==> src/rtl/uart_tx_cfg.sv <==
// Parametrised UART transmitter: start bit, LSB-first data, optional parity, 1 or 2 stop bits.
// All outputs come straight from flops so the serial line never glitches.
`timescale 1ns/1ps

module uart_tx_cfg #(
  parameter int CLKS_PER_BIT = 16,
  parameter int DATA_BITS    = 8,
  parameter int PARITY_EN    = 0,
  parameter int PARITY_ODD   = 0,
  parameter int STOP_BITS    = 1
) (
  input  logic                 clk,
  input  logic                 reset,
  input  logic                 tx_start,
  input  logic [DATA_BITS-1:0] tx_data,
  output logic                 tx,
  output logic                 tx_busy,
  output logic                 tx_done
);

  localparam int BAUD_W = (CLKS_PER_BIT > 2) ? $clog2(CLKS_PER_BIT) : 1;
  localparam logic [BAUD_W-1:0] BAUD_LAST = BAUD_W'(CLKS_PER_BIT - 1);
  localparam logic [3:0]        DATA_LAST = 4'(DATA_BITS - 1);
  localparam logic [3:0]        STOP_LAST = 4'(STOP_BITS - 1);
  localparam logic              ODD_FLIP  = (PARITY_ODD != 0);

  generate
    if (CLKS_PER_BIT < 2) begin : g_bad_clks_per_bit
      $error("uart_tx_cfg: CLKS_PER_BIT must be >= 2");
    end
    if (DATA_BITS < 5 || DATA_BITS > 9) begin : g_bad_data_bits
      $error("uart_tx_cfg: DATA_BITS must be 5..9");
    end
    if (PARITY_EN != 0 && PARITY_EN != 1) begin : g_bad_parity_en
      $error("uart_tx_cfg: PARITY_EN must be 0 or 1");
    end
    if (PARITY_ODD != 0 && PARITY_ODD != 1) begin : g_bad_parity_odd
      $error("uart_tx_cfg: PARITY_ODD must be 0 or 1");
    end
    if (STOP_BITS != 1 && STOP_BITS != 2) begin : g_bad_stop_bits
      $error("uart_tx_cfg: STOP_BITS must be 1 or 2");
    end
  endgenerate

  typedef enum logic [2:0] {
    S_IDLE,
    S_START,
    S_DATA,
    S_PARITY,
    S_STOP
  } state_t;

  state_t                 state_reg, state_next;
  logic [BAUD_W-1:0]      baud_reg, baud_next;
  logic [3:0]             bit_reg, bit_next;
  logic [DATA_BITS-1:0]   shift_reg, shift_next;
  logic                   par_reg, par_next;
  logic                   tx_reg, tx_next;
  logic                   busy_reg, busy_next;
  logic                   done_reg, done_next;

  always_ff @(posedge clk or posedge reset) begin
    if (reset) begin
      state_reg <= S_IDLE;
      baud_reg  <= '0;
      bit_reg   <= '0;
      shift_reg <= '0;
      par_reg   <= 1'b0;
      tx_reg    <= 1'b1;
      busy_reg  <= 1'b0;
      done_reg  <= 1'b0;
    end else begin
      state_reg <= state_next;
      baud_reg  <= baud_next;
      bit_reg   <= bit_next;
      shift_reg <= shift_next;
      par_reg   <= par_next;
      tx_reg    <= tx_next;
      busy_reg  <= busy_next;
      done_reg  <= done_next;
    end
  end

  // tx_next always carries the level of the bit that begins on the coming edge,
  // so every bit boundary is a single registered transition.
  always_comb begin
    state_next = state_reg;
    baud_next  = baud_reg;
    bit_next   = bit_reg;
    shift_next = shift_reg;
    par_next   = par_reg;
    tx_next    = tx_reg;
    busy_next  = busy_reg;
    done_next  = 1'b0;

    case (state_reg)
      S_IDLE: begin
        tx_next   = 1'b1;
        busy_next = 1'b0;
        baud_next = '0;
        bit_next  = '0;
        if (tx_start) begin
          shift_next = tx_data;
          par_next   = (^tx_data) ^ ODD_FLIP;
          state_next = S_START;
          tx_next    = 1'b0;
          busy_next  = 1'b1;
        end
      end

      S_START: begin
        if (baud_reg == BAUD_LAST) begin
          baud_next  = '0;
          bit_next   = '0;
          state_next = S_DATA;
          tx_next    = shift_reg[0];
        end else begin
          baud_next = baud_reg + 1'b1;
        end
      end

      S_DATA: begin
        if (baud_reg == BAUD_LAST) begin
          baud_next = '0;
          if (bit_reg == DATA_LAST) begin
            bit_next = '0;
            if (PARITY_EN != 0) begin
              state_next = S_PARITY;
              tx_next    = par_reg;
            end else begin
              state_next = S_STOP;
              tx_next    = 1'b1;
            end
          end else begin
            bit_next   = bit_reg + 4'd1;
            tx_next    = shift_reg[1];
            shift_next = {1'b0, shift_reg[DATA_BITS-1:1]};
          end
        end else begin
          baud_next = baud_reg + 1'b1;
        end
      end

      S_PARITY: begin
        if (baud_reg == BAUD_LAST) begin
          baud_next  = '0;
          bit_next   = '0;
          state_next = S_STOP;
          tx_next    = 1'b1;
        end else begin
          baud_next = baud_reg + 1'b1;
        end
      end

      S_STOP: begin
        tx_next = 1'b1;
        if (baud_reg == BAUD_LAST) begin
          baud_next = '0;
          if (bit_reg == STOP_LAST) begin
            bit_next   = '0;
            state_next = S_IDLE;
            busy_next  = 1'b0;
            done_next  = 1'b1;
          end else begin
            bit_next = bit_reg + 4'd1;
          end
        end else begin
          baud_next = baud_reg + 1'b1;
        end
      end

      default: begin
        state_next = S_IDLE;
        tx_next    = 1'b1;
        busy_next  = 1'b0;
      end
    endcase
  end

  assign tx      = tx_reg;
  assign tx_busy = busy_reg;
  assign tx_done = done_reg;

endmodule
==> config.mk <==
export PLATFORM = sky130hd
export DESIGN_NAME = uart_tx_cfg
export DESIGN_NICKNAME = d
export VERILOG_FILES = /design/src/rtl/uart_tx_cfg.sv
export SDC_FILE = /design/constraint.sdc
export NUM_CORES = 1
export LEC_CHECK = 0
export ABC_AREA = 1
export BUFFER_PORTS_ARGS = -buffer_cell sky130_fd_sc_hd__buf_2
export CORE_MARGIN = 2
export CORE_UTILIZATION = 49
export CTS_CLUSTER_DIAMETER = 40
export DETAILED_ROUTE_END_ITERATION = 8
export PLACE_DENSITY = 0.71
export SLEW_MARGIN = 20
export SYNTH_ARGS = -nofsm -noshare
export SYNTH_HDL_FRONTEND = slang
export SYNTH_SLANG_ARGS = --single-unit
==> constraint.sdc <==
create_clock -name clk -period 1.66 [get_ports clk]
set_input_delay 0.083 -clock clk [delete_from_list [all_inputs] [get_ports clk]]
set_output_delay 0.083 -clock clk [all_outputs]
set_load 0.01 [all_outputs]
==> metrics.cfg <==
[status]
outcome=finished clean

[synth]
synth_top_family_by_area=simple AND/OR/NAND/NOR gates
synth_ff_type=dfrtp_1
synth-simple-area-share_pct=41.44
synth_adder_area_share_pct=2.838
synth_xor_area_share_pct=1.325
ys_warn_count=0
netlist_area_um2=1323
synth_compound_area_share_pct=5.582
netlist_instances=169
synth.net_count=183
yosysTopAreaCell=dfrtp_1
ys_seq_area_share_pct=41.72
syn_avg_cell_area_um2=7.826
yosysTopAreaCellShare_pct=39.74
ys_top_cells_by_count=nand2_1 (54), dfrtp_1 (21), nand2_2 (19)
synth.most_common_cell=nand2_1
synth_edf_count=0
muxShareOfSynthArea_pct=0
async_reset_ff_share_pct=100.0
synthDistinctLibCells=24
ys_seq_elements=22
synth_area_leaders=dfrtp_1 (40%), nand2_1 (15%), nand2_2 (9.0%)

[min_path]
min_path_type=in2reg

[timing]
whs_ps=17.89
tightest_slew_ps=358.6
rsz0062_at_grt=no
clock_skew_ps=7.633
fmax_ghz=0.6869
slew_headroom_pct=76.03
finalSetupTns_ps=0
setup_viol=0
period_needed_ps=1456
hold_viol=0
fin_crit_sh_pct=87.70
maxSlewViolCount=0

[floorplanning]
die_w_um=55.95
die_h_um=55.95
row_count=18
dieArea_um2=3130
coreArea_um2=2522
io_pins=14
initial_utilization_pct=52.43

[critical_path]
worst_setup_path_start_kind=flop
critPathKind=reg2reg
crit_required_ps=1870
crit_path_top_delay_cell=dfrtp_1
endpoint_kind=flop
cp_slowest_stage_delay_ps=390
path_max_fanout=5
crit_arrival_ps=1670
cp_cell_sequence=ha_1 > nand3_1 > o21ai_2 > nand3_1 > nand2_1 > nand2_1

[power_and_ir_drop]
intPower_mw=1.309
p_leak_nw=0.7776
seq_power_share_pct=37.8
sw_frac_of_total_pct=47.02
p_switching_mw=1.162
finalPower_mw=2.470
powerDensity_nw_per_um2=1690
ir_drop_mv=1.107
pwr-share-comb_pct=51.9
clock_power_share_pct=10.2

[finish]
area_growth_pct=10.50
drive_gt1_share_pct=28.88
diodes=0
final_core_util_pct=57.94
largest_reg_flops=8
stdcell_area_um2=1461
nNetsFinal=202

[drt]
first_pass_iters=4
drt-total-wl_mm=2.432
wl_per_cell_um=11.21
dr.first_iter.drc_count=20
drc=0
drtAntennaViolNets=0
routed_via_density=4.945
via_count=1073

[cts]
cts_sinks=22
cts_buffer_depth=2
insertion_delay_ps=310
htreeDepth=1
cts_inserted_buffers=3
clkTransAtPathRegs_ps=120
cts_tree=built
cts_root_buf=clkbuf_4

[place]
dpl_cell_area_um2=1421
portBuffers=13
hpwl_mm=1.902
gp_congestion=0.7588

[grt]
grt_use_total_pct=17.13
antenna_found_initial=0
grt_pass1_wl_mm=4.319
first_global_vias=1004
overflow=0
grt_max_degree=23

[flow_run]
maxCapViolCount=0

## metal layers
layer / up-vias / GRT usage, % / part of all wire (%)
met5: - / 0 / 0
met4: 0 / 4.082 / 1.0
met3: 4 / 4.186 / 2.6
met2: 13 / 26.53 / 46
met1: 492 / 24.23 / 50
li1: 564 / - / -
## cell families after synthesis
logic type               count (synthesis)
AO/OA/AOI/OAI                           14
buffers and inverters                   20
flip-flops                              22
XOR/XNOR                                 2
AND/OR/NAND/NOR                        108
adder cells (fa/ha/maj)                  3
## critical path: cells and delay by family (launching register included)
kind | cells | cell delay [ps]
simple gates | 4 | 460
fa+ha+maj | 1 | 200
compound gates | 1 | 300
flops | 1 | 390
## timing repair
action	in CTS	in global routing
setup buffers	0	0
endpoints found under the hold margin	21	0
hold buffers	1	0
setup endpoints to repair	0	1
resized for setup	0	1
## stage by stage
step                      setup WS, ps  instances
after floorplan                  384.3        169
after global placement           205.2        212
after detailed placement         195.3        212
after CTS                        160.1        217
after global routing             72.36        217
final                            204.2        217
## cells in the final DEF, fill, tap and decap left out
cell type | netlist | layout
dlygate4sd3_1 | 0 | 1
xor2_1 | 2 | 2
nand3_1 | 11 | 11
nand2_1 | 54 | 54
dfrtp_1 | 21 | 21
nand2_2 | 19 | 19
inv_2 | 4 | 4
nor2_4 | 1 | 1
nor2_1 | 11 | 11
nand3b_1 | 1 | 1
o21ai_2 | 1 | 2
o21ai_1 | 2 | 1
buf_2 | 0 | 13
inv_8 | 1 | 1
nand2_8 | 2 | 2
nand2_4 | 3 | 3
nor2_2 | 3 | 3
dfstp_2 | 1 | 1
o21ai_0 | 9 | 9
a21oi_1 | 2 | 2
ha_1 | 3 | 3
clkbuf_4 | 0 | 3
nor4_1 | 1 | 1
nand4_1 | 2 | 2
inv_1 | 13 | 13
clkbuf_1 | 0 | 1
buf_4 | 1 | 2
## power by group through the flow
| stage | combinational, mW | sequential [mW] | clock [mW] |
|---|---|---|---|
| 2_1_floorplan | 1.10 | 0.893 | 0 |
| 3_3_place_gp | 1.25 | 0.937 | 0 |
| 3_5_place_dp | 1.29 | 0.938 | 0 |
| 4_1_cts | 1.29 | 0.931 | 0.259 |
| 5_1_grt | 1.47 | 0.962 | 0.282 |
| 6_report | 1.28 | 0.934 | 0.253 |
## worst paths after layout
path / from / to / slack (ps) / cells after the start
worst max-delay path: baud_reg[1] / state_reg[1] / 200 / 6
worst min register to register: tx_busy / tx_busy / 480 / 2
worst max register to register: baud_reg[1] / state_reg[1] / 200 / 6
max in group asynchronous: reset / tx / 1050 / 4
worst min-delay path: tx_data[7] / shift_reg[7] / 20 / 3
min in group asynchronous: reset / bit_reg[2] / 320 / 4
## layout make-up
type	instances	area, um^2
clock buffers	4	26.28
fillers	238	1061
inverters	18	75.07
multi-input cells	127	680.7
flip-flops and latches	22	551.8
well taps	30	37.54
repair buffers	16	90.09
Power figures use the tool's default switching activity.
